File: src/rtl/gcm_out_packer.sv
// ---------------------------------------------------------------------------
// gcm_out_packer
//
// Purpose:
//   Sits downstream of the gcm core. The core cannot be stalled on its
//   output, so whole 128-bit result blocks are captured into a small block
//   FIFO. Each block is then serialised into AXI-Stream words, most
//   significant word first. The final word of each message (the tag block)
//   carries tlast.
//
//   Knowing that a word is the last of a message requires knowing whether
//   another block will follow it. For this reason, the final word of the
//   only buffered block is held back until one of two things happens:
//     - another block arrives (the word is not the last), or
//     - gcm_done arrives (the word is the last).
//
// Optional build feature:
//   GCM_OUT_BSWAP_EN - when defined, every emitted word is byte-reversed.
//   This matches the little-endian DMA memory layout. Word order and timing
//   are unchanged.
//
// Ports:
//   clk               rising-edge clock
//   reset             asynchronous, active-low reset (0 = reset)
//   in_blk            block from gcm_out_blk
//   in_store          one-cycle write strobe (gcm_out_store_blk)
//   in_done           one-cycle end-of-message pulse (gcm_done)
//   m_axis_tdata      output word
//   m_axis_tvalid     output word valid
//   m_axis_tready     downstream ready
//   m_axis_tlast      final word of the message
//   fifo_almost_full  FIFO holds FIFO_DEPTH-1 or more blocks (advisory stall)
//   overflow          sticky; set when a block was dropped because the FIFO was full
// ---------------------------------------------------------------------------
module gcm_out_packer #(
  parameter int BLK_BITS   = 128,
  parameter int WORD_BITS  = 32,
  parameter int FIFO_DEPTH = 4
) (
  input  logic                 clk,
  input  logic                 reset,
  input  logic [BLK_BITS-1:0]  in_blk,
  input  logic                 in_store,
  input  logic                 in_done,
  output logic [WORD_BITS-1:0] m_axis_tdata,
  output logic                 m_axis_tvalid,
  input  logic                 m_axis_tready,
  output logic                 m_axis_tlast,
  output logic                 fifo_almost_full,
  output logic                 overflow
);

  localparam int WORDS = BLK_BITS / WORD_BITS;
  localparam int IDX_W = (WORDS > 1) ? $clog2(WORDS) : 1;
  localparam int PTR_W = (FIFO_DEPTH > 1) ? $clog2(FIFO_DEPTH) : 1;
  localparam int CNT_W = PTR_W + 1;

  localparam logic [IDX_W-1:0] LAST_IDX = IDX_W'(WORDS - 1);
  localparam logic [CNT_W-1:0] FULL_CNT = CNT_W'(FIFO_DEPTH);
  localparam logic [CNT_W-1:0] AF_CNT   = CNT_W'(FIFO_DEPTH - 1);
  localparam logic [CNT_W-1:0] ONE_CNT  = CNT_W'(1);

  logic [BLK_BITS-1:0] fifo_mem [FIFO_DEPTH];

  logic [PTR_W-1:0] wr_ptr_q, wr_ptr_d;
  logic [PTR_W-1:0] rd_ptr_q, rd_ptr_d;
  logic [CNT_W-1:0] count_q, count_d;
  logic [IDX_W-1:0] word_idx_q, word_idx_d;
  logic             done_seen_q, done_seen_d;
  logic             overflow_q, overflow_d;
  logic             almost_full_q, almost_full_d;

  logic                 last_word;
  logic                 hold;
  logic                 tvalid;
  logic                 tlast;
  logic                 handshake;
  logic                 pop;
  logic                 full;
  logic                 store_accept;
  logic [BLK_BITS-1:0]  head_blk;
  logic [WORD_BITS-1:0] raw_word;
  logic [WORD_BITS-1:0] out_word;

  // Block storage. The contents need no reset, because the occupancy
  // count decides what is valid.
  always_ff @(posedge clk) begin
    if (store_accept) begin
      fifo_mem[wr_ptr_q] <= in_blk;
    end
  end

  // Handshake, hold and FIFO bookkeeping.
  always_comb begin
    last_word = (word_idx_q == LAST_IDX);
    // The only remaining block may be the tag block, so its final word
    // waits until we know whether a further block or gcm_done comes first.
    hold      = (count_q == ONE_CNT) && last_word && !done_seen_q;
    tvalid    = (count_q != '0) && !hold;
    tlast     = tvalid && last_word && (count_q == ONE_CNT) && done_seen_q;
    handshake = tvalid && m_axis_tready;
    pop       = handshake && last_word;
    full      = (count_q == FULL_CNT);
    // A write into a full FIFO succeeds if the head block leaves in the
    // same cycle.
    store_accept = in_store && (!full || pop);

    wr_ptr_d   = store_accept ? wr_ptr_q + PTR_W'(1) : wr_ptr_q;
    rd_ptr_d   = pop ? rd_ptr_q + PTR_W'(1) : rd_ptr_q;
    word_idx_d = word_idx_q;
    if (handshake) begin
      word_idx_d = last_word ? '0 : word_idx_q + IDX_W'(1);
    end
    count_d = count_q + CNT_W'(store_accept) - CNT_W'(pop);

    // gcm_done marks the newest buffered block, including a block written
    // in the same cycle. It is ignored if the FIFO is empty afterwards.
    done_seen_d = done_seen_q;
    if (handshake && tlast) begin
      done_seen_d = 1'b0;
    end
    if (in_done && (count_d != '0)) begin
      done_seen_d = 1'b1;
    end

    overflow_d    = overflow_q | (in_store && full && !pop);
    almost_full_d = (count_d >= AF_CNT);
  end

  // Word selection and output gating. tdata reads as zero whenever no
  // word is being offered.
  always_comb begin
    head_blk = fifo_mem[rd_ptr_q];
    raw_word = head_blk[BLK_BITS - 1 - int'(word_idx_q) * WORD_BITS -: WORD_BITS];
`ifdef GCM_OUT_BSWAP_EN
    out_word = '0;
    for (int b = 0; b < WORD_BITS / 8; b++) begin
      out_word[8*b +: 8] = raw_word[WORD_BITS - 8 - 8*b +: 8];
    end
`else
    out_word = raw_word;
`endif
    m_axis_tvalid    = tvalid;
    m_axis_tlast     = tlast;
    m_axis_tdata     = tvalid ? out_word : '0;
    overflow         = overflow_q;
    fifo_almost_full = almost_full_q;
  end

  // State registers. Because of the asynchronous clear, tvalid drops as
  // soon as reset is applied.
  always_ff @(posedge clk or negedge reset) begin
    if (!reset) begin
      wr_ptr_q      <= '0;
      rd_ptr_q      <= '0;
      count_q       <= '0;
      word_idx_q    <= '0;
      done_seen_q   <= 1'b0;
      overflow_q    <= 1'b0;
      almost_full_q <= 1'b0;
    end else begin
      wr_ptr_q      <= wr_ptr_d;
      rd_ptr_q      <= rd_ptr_d;
      count_q       <= count_d;
      word_idx_q    <= word_idx_d;
      done_seen_q   <= done_seen_d;
      overflow_q    <= overflow_d;
      almost_full_q <= almost_full_d;
    end
  end

endmodule
File: config.mk
export PLATFORM = sky130hd
export DESIGN_NAME = gcm_out_packer
export DESIGN_NICKNAME = d
export VERILOG_FILES = /design/src/rtl/gcm_out_packer.sv
export SDC_FILE = /design/constraint.sdc
export NUM_CORES = 1
export LEC_CHECK = 0
export ABC_CLOCK_PERIOD_IN_PS = 11250
export CORE_MARGIN = 2
export CORE_UTILIZATION = 55
export CTS_BUF_LIST = sky130_fd_sc_hd__clkbuf_8
export DETAILED_ROUTE_END_ITERATION = 10
export GPL_ROUTABILITY_DRIVEN = 0
export PLACE_DENSITY = 0.76
export RECOVER_POWER = 25
export SYNTH_ARGS = -nofsm -noshare
export SYNTH_HDL_FRONTEND = slang
export SYNTH_SLANG_ARGS = --single-unit
File: constraint.sdc
create_clock -name clk -period 11.25 [get_ports clk]
set_input_delay 1.6875 -clock clk [delete_from_list [all_inputs] [get_ports clk]]
set_output_delay 1.6875 -clock clk [all_outputs]
set_load 0.02 [all_outputs]
# After elaboration in Yosys (flattened, before gate mapping)
# Memories as Yosys holds them, arrays and structs flattened.
# Cells that the tools add are included.
# word_totals
input_bits	133
latch_bits	0
wordCells	47
output_inout_bits	36
mem_bits_rw	512
register_bits	12
mem_count	1
rom_bits	0
# op_classes
shift	1
n_lt_le_gt_ge	1
addsub	6
n_bitwise	1
reduce_logical	21
n_div	0
muxes	6
n_eq_ne	3
multipliers	0
# memory_table
memory	depth	width	rd	rd_clocked_by_memory_dff	write_ports	line_no	source
fifo_mem	4	128	1	0	1	63	logic [BLK_BITS-1:0] fifo_mem [FIFO_DEPTH];
# ops
operator	n
$shiftx A159 B8 Y32	1
$mux W32	1
$logic_and A1 B1 Y1	13
$sub A7 B7 Y8 const A	1
$add A2 B1 Y2 const B	3
$reduce_bool A3 Y1	2
$logic_not A1 Y1	4
$mux W1	4
$add A3 B1 Y3	1
$eq A3 B1 Y1 const B	1
$eq A3 B3 Y1 const B	1
$ge A3 B2 Y1 const B	1
$sub A3 B1 Y3	1
$eq A2 B2 Y1 const B	1
$mux W2	1
$reduce_bool A2 Y1	1
$logic_or A1 B1 Y1	1
$or A1 B1 Y1	1

# Depth between registers and ports, before layout
# logic_depth
word_depth	14
mapped_depth	13
ltp_nobuf	13

# Least setup slack after synthesis
# Ideal clock, no wire load.
# synth_path
kind	input-to-reg
from	input m_axis_tready
to	memory fifo_mem[1][0] (enable)
required_time_ps	10747
stages	3
n_path_buf	0
setup_time_ps	503
arrival_time_ps	4930
path_slack_ps	5817
path_cell_list	nand2_1 -> nand3_1 -> and3_1
# synth_via
elab_chain_len	6
# synth_rtl
item	line_no	source
from (decl)	47	input logic m_axis_tready,
$logic_and A1 B1 Y1	101	handshake = tvalid && m_axis_tready;
$logic_and A1 B1 Y1	102	pop = handshake && last_word;
$logic_or A1 B1 Y1	106	store_accept = in_store && (!full || pop);
$logic_and A1 B1 Y1	106	
$mux W1	88	if (store_accept) begin
$mux W1 (not written as such)	89	fifo_mem[wr_ptr_q] <= in_blk;
to (decl)	63	
# No other way between the ends.

# Worst setup path after layout
# layout_path
from	register rd_ptr_q[1]
to	output m_axis_tdata[31]
# layout_via
elab_chain_len	3
# layout_rtl
item	line_no	source
from (decl)	66	logic [PTR_W-1:0] rd_ptr_q, rd_ptr_d;
from (signal assigned)	163	rd_ptr_q <= rd_ptr_d;
$mem_v2 Z4 W128	n/a	
$shiftx A159 B8 Y32	134	raw_word = head_blk[BLK_BITS - 1 - int'(word_idx_q) * WORD_BITS -: WORD_BITS];
$mux W32	145	m_axis_tdata = tvalid ? out_word : '0;
to (decl)	45	output logic [WORD_BITS-1:0] m_axis_tdata,
# No other way between the ends.

==> impl_metrics.prom <==
# TYPE chip_impl_metric gauge
chip_impl_info{name="run_status",value="complete, no violations"} 1
chip_impl_metric{name="reg2regPathDepth",unit=""} 12
chip_impl_metric{name="p_sw_share",unit="%"} 31.9
chip_impl_metric{name="drc",unit=""} 0
chip_impl_metric{name="layout_min_cycle_time",unit="ps"} 5970
chip_impl_metric{name="synth.net_count",unit=""} 1017
chip_impl_metric{name="clkLatencyLatePin",unit="ps"} 620
chip_impl_metric{name="antenna_violations_before_repair",unit=""} 8
chip_impl_metric{name="clkTransAtPathRegs",unit="ps"} 60
chip_impl_metric{name="critical-path-max-stage-delay",unit="ps"} 1010
chip_impl_metric{name="tritoncts.num_buffers",unit=""} 80
chip_impl_metric{name="pwr-share-comb",unit="%"} 33.7
chip_impl_info{name="critPathKind",value="reg -> out"} 1
chip_impl_metric{name="cts_hold_repair.buffers",unit=""} 0
chip_impl_metric{name="synth_register_bits",unit=""} 524
chip_impl_metric{name="post-cts-setup-buffers",unit=""} 0
chip_impl_metric{name="globalRoute.totalOverflow",unit=""} 0
chip_impl_metric{name="synth_cell_types",unit=""} 35
chip_impl_metric{name="areaGrowthSynthToFinish",unit="%"} 16.2
chip_impl_metric{name="synth.yosys.seq_area_share",unit="%"} 76.2
chip_impl_info{name="layout.cells.most_common_list",value="edfxtp_1, mux4_2, clkdlybuf4s50_1"} 1
chip_impl_metric{name="nNetsFinal",unit=""} 1228
chip_impl_metric{name="io_pins",unit=""} 169
chip_impl_metric{name="r2r_setup_slack",unit="ps"} 7020
chip_impl_info{name="rsz0062_at_grt",value="no"} 1
chip_impl_metric{name="cts.path.max_buffers",unit=""} 3
chip_impl_metric{name="achievable-frequency",unit="GHz"} 0.167
chip_impl_metric{name="vdd_ir_drop_max",unit="mV"} 0.181
chip_impl_metric{name="cp_max_fo",unit=""} 52
chip_impl_metric{name="share_of_total_power_in_the_clock_network",unit="%"} 22.2
chip_impl_info{name="slowest_stage",value="dfrtp_4"} 1
chip_impl_info{name="cts_root_buffer_type",value="clkbuf_8"} 1
chip_impl_metric{name="grt_pass1_vias",unit=""} 9803
chip_impl_metric{name="power-per-cell-area",unit="nW/µm²"} 265
chip_impl_info{name="cpMostUsedCell",value="a211oi_1"} 1
chip_impl_info{name="yosys_most_used_dff",value="edfxtp_1"} 1
chip_impl_metric{name="synthDominantCellAreaShare",unit="%"} 74.8
chip_impl_metric{name="crit_required",unit="ps"} 9560
chip_impl_info{name="yosys-top-cells-area",value="edfxtp_1, mux4_2, mux2i_1"} 1
chip_impl_metric{name="power_frac_seq",unit="%"} 44.0
chip_impl_metric{name="synth_cells",unit=""} 876
chip_impl_metric{name="max_cap_violations",unit=""} 0
chip_impl_info{name="critPathCaptureType",value="output pin"} 1
chip_impl_metric{name="layout.core_utilization",unit="%"} 65.1
chip_impl_metric{name="floorplan.initialDensity",unit="%"} 56.0
chip_impl_metric{name="largest_clock_skew_in_the_final_design",unit="ps"} 27.8
chip_impl_metric{name="timing.final.setup_violations",unit=""} 0
chip_impl_metric{name="drive_above_1_share",unit="%"} 22.4
chip_impl_metric{name="number_of_drc_markers_after_the_initial_detailed_route_iteration",unit=""} 870
chip_impl_metric{name="portBuffers",unit=""} 168
chip_impl_metric{name="internal_power",unit="µW"} 4300
chip_impl_metric{name="avgRoutedWirePerCell",unit="µm"} 24.2
chip_impl_metric{name="die_w",unit="µm"} 197
chip_impl_metric{name="core.rowCount",unit=""} 70
chip_impl_metric{name="antenna_violating_nets_post_route",unit=""} 0
chip_impl_info{name="most_area_hungry_cell_type_in_the_yosys_netlist",value="edfxtp_1"} 1
chip_impl_info{name="mostFrequentLayoutCell",value="edfxtp_1"} 1
chip_impl_metric{name="grt_first_pass_wirelength",unit="µm"} 59200
chip_impl_metric{name="worstMarginPinSlew",unit="ps"} 1170
chip_impl_metric{name="gr-usage-all-layers",unit="%"} 20.6
chip_impl_metric{name="pre_cts_slack",unit="ps"} 5830
chip_impl_info{name="path_class_of_the_lowest_slack_min_delay_path",value="reg -> reg"} 1
chip_impl_metric{name="count_of_warnings_emitted_by_yosys",unit=""} 0
chip_impl_info{name="hp-start",value="overflow$_DFF_PN0_"} 1
chip_impl_metric{name="post_cts_resize_count",unit=""} 0
chip_impl_info{name="timing.critical_path.from_type",value="flop"} 1
chip_impl_metric{name="synthesis.area",unit="µm²"} 20600
chip_impl_metric{name="final_min_period_over_clock_period",unit="%"} 53.1
chip_impl_metric{name="synth-edff-count",unit=""} 512
chip_impl_metric{name="route.detailed.vias_per_inst",unit=""} 5.83
chip_impl_info{name="tritoncts",value="yes"} 1
chip_impl_metric{name="htree_levels",unit=""} 3
chip_impl_metric{name="dp.final_hpwl",unit="µm"} 23200
chip_impl_metric{name="dr_total_vias",unit=""} 9418
chip_impl_metric{name="fp.coreArea",unit="µm²"} 36700
chip_impl_metric{name="full_die_area",unit="µm²"} 38900
chip_impl_metric{name="holdPathStages",unit=""} 1
chip_impl_info{name="timing.rr.start",value="word_idx_q[0]$_DFFE_PN0N_"} 1
chip_impl_metric{name="totalNegativeSetupSlack",unit="ps"} 0
chip_impl_info{name="timing.rr.end",value="done_seen_q$_DFFE_PN0P_"} 1
chip_impl_metric{name="asyncSetResetFlopFracSynth",unit="%"} 2.29
chip_impl_metric{name="report.final.hold_viol_count",unit=""} 0
chip_impl_metric{name="fin_ws",unit="ps"} 5280
chip_impl_metric{name="chipHeight",unit="µm"} 197
chip_impl_metric{name="detail_route.first_pass.iterations",unit=""} 5
chip_impl_metric{name="drv_slew",unit=""} 0
chip_impl_metric{name="total_switching_power",unit="µW"} 2020
chip_impl_metric{name="slew-limit-headroom",unit="%"} 21.6
chip_impl_metric{name="critPathArrivalTime",unit="ps"} 4290
chip_impl_metric{name="sink_count",unit=""} 524
chip_impl_metric{name="pin_count_of_the_biggest_net_entering_global_routing",unit=""} 73
chip_impl_info{name="worstPathCellList",value="buf_4 > mux4_2 > nor2b_1 > a211oi_1 > a211oi_1 > clkdlybuf4s50_1"} 1
chip_impl_metric{name="routed_wire_length",unit="µm"} 39100
chip_impl_metric{name="synthesis.area_per_instance",unit="µm²"} 23.5
chip_impl_metric{name="leakage",unit="µW"} 0.00778
chip_impl_info{name="worst_hold_path_endpoint",value="overflow$_DFF_PN0_"} 1
-- power groups by stage --
stage          registers, µW  clock network [µW]  logic [µW]
2_1_floorplan           2730                   0        1630
5_1_grt                 2820                1520        2270
3_5_place_dp            2830                   0        2160
3_3_place_gp            2810                   0        2150
6_report                2780                1410        2130
4_1_cts                 2790                1440        2170
-- logic make-up after synthesis --
logic type | Yosys count | share of synthesized area [%]
buffers and inverters | 57 | 2.54
flip-flops | 524 | 76.2
multiplexers | 163 | 15.9
AO/OA/AOI/OAI | 69 | 3.13
AND/OR/NAND/NOR | 50 | 1.40
adder cells (fa/ha/maj) | 8 | 0.523
XOR/XNOR | 5 | 0.213
-- critical path: cells and delay by family (launching register included) --
kind / cells / cell delay, ps
multiplexers: 1 / 330
buffers and inverters: 2 / 1440
AO/OA/AOI/OAI: 2 / 720
flip-flops: 1 / 1010
AND/OR/NAND/NOR: 1 / 140
-- cells in the mapped netlist (all sizes together), types with 2 or more instances --
library cell / n
xor2: 2
mux2i: 32
xnor2: 3
buf: 38
a211oi: 64
edfxtp: 512
nand2: 5
nor2: 5
nor2b: 32
dfrtp: 12
mux4: 128
clkbuf: 12
and3: 4
inv: 7
ha: 7
mux2: 3
-- final cells by class --
type / instances / area (µm²)
multi-input cells: 295 / 4390
fillers: 2336 / 12800
inverters: 7 / 26.3
repair buffers: 179 / 1760
well taps: 468 / 586
flip-flops and latches: 524 / 15700
clock buffers: 82 / 1130
diodes: 3 / 7.51
clock inverters: 58 / 300
-- layer usage --
| layer | share of wire [%] | up-vias | track usage (%) |
|---|---|---|---|
| met2 | 47 | 289 | 30.9 |
| met4 | 3.0 | 6 | 7.83 |
| li1 | - | 4173 | - |
| met5 | 0.087 | - | 0 |
| met3 | 6.4 | 75 | 4.39 |
| met1 | 44 | 4875 | 30.3 |
-- worst max-delay path by stage --
stage,endpoint,cells past startpoint,startpoint
floorplan,fifo_mem[1][0]$_DFFE_PP_,3,m_axis_tready
global placement,m_axis_tdata[31],6,rd_ptr_q[1]$_DFFE_PN0N_
detailed placement,m_axis_tdata[31],6,rd_ptr_q[1]$_DFFE_PN0N_
CTS,m_axis_tdata[31],6,rd_ptr_q[1]$_DFFE_PN0N_
global route,m_axis_tdata[31],6,rd_ptr_q[1]$_DFFE_PN0N_
finish,m_axis_tdata[31],6,rd_ptr_q[1]$_DFFE_PN0N_
-- state kept, by name, indices dropped and copies added, names as in the netlist --
signal and cells:
overflow 1, fifo_almost_full 1, rd_ptr_q 2, word_idx_q 2, fifo_mem 512, count_q 3
wr_ptr_q 2, done_seen_q 1
-- metrics by stage --
step,area [µm²],hold slack [ps],cells,power (µW)
global route,23900,507,1613,6620
finish,23900,480,1616,6320
floorplan,20600,484,876,4360
CTS,23900,478,1613,6400
detailed placement,22500,457,1473,5000
global placement,22500,455,1473,4960
No activity file was read; power rests on OpenSTA's default activity.
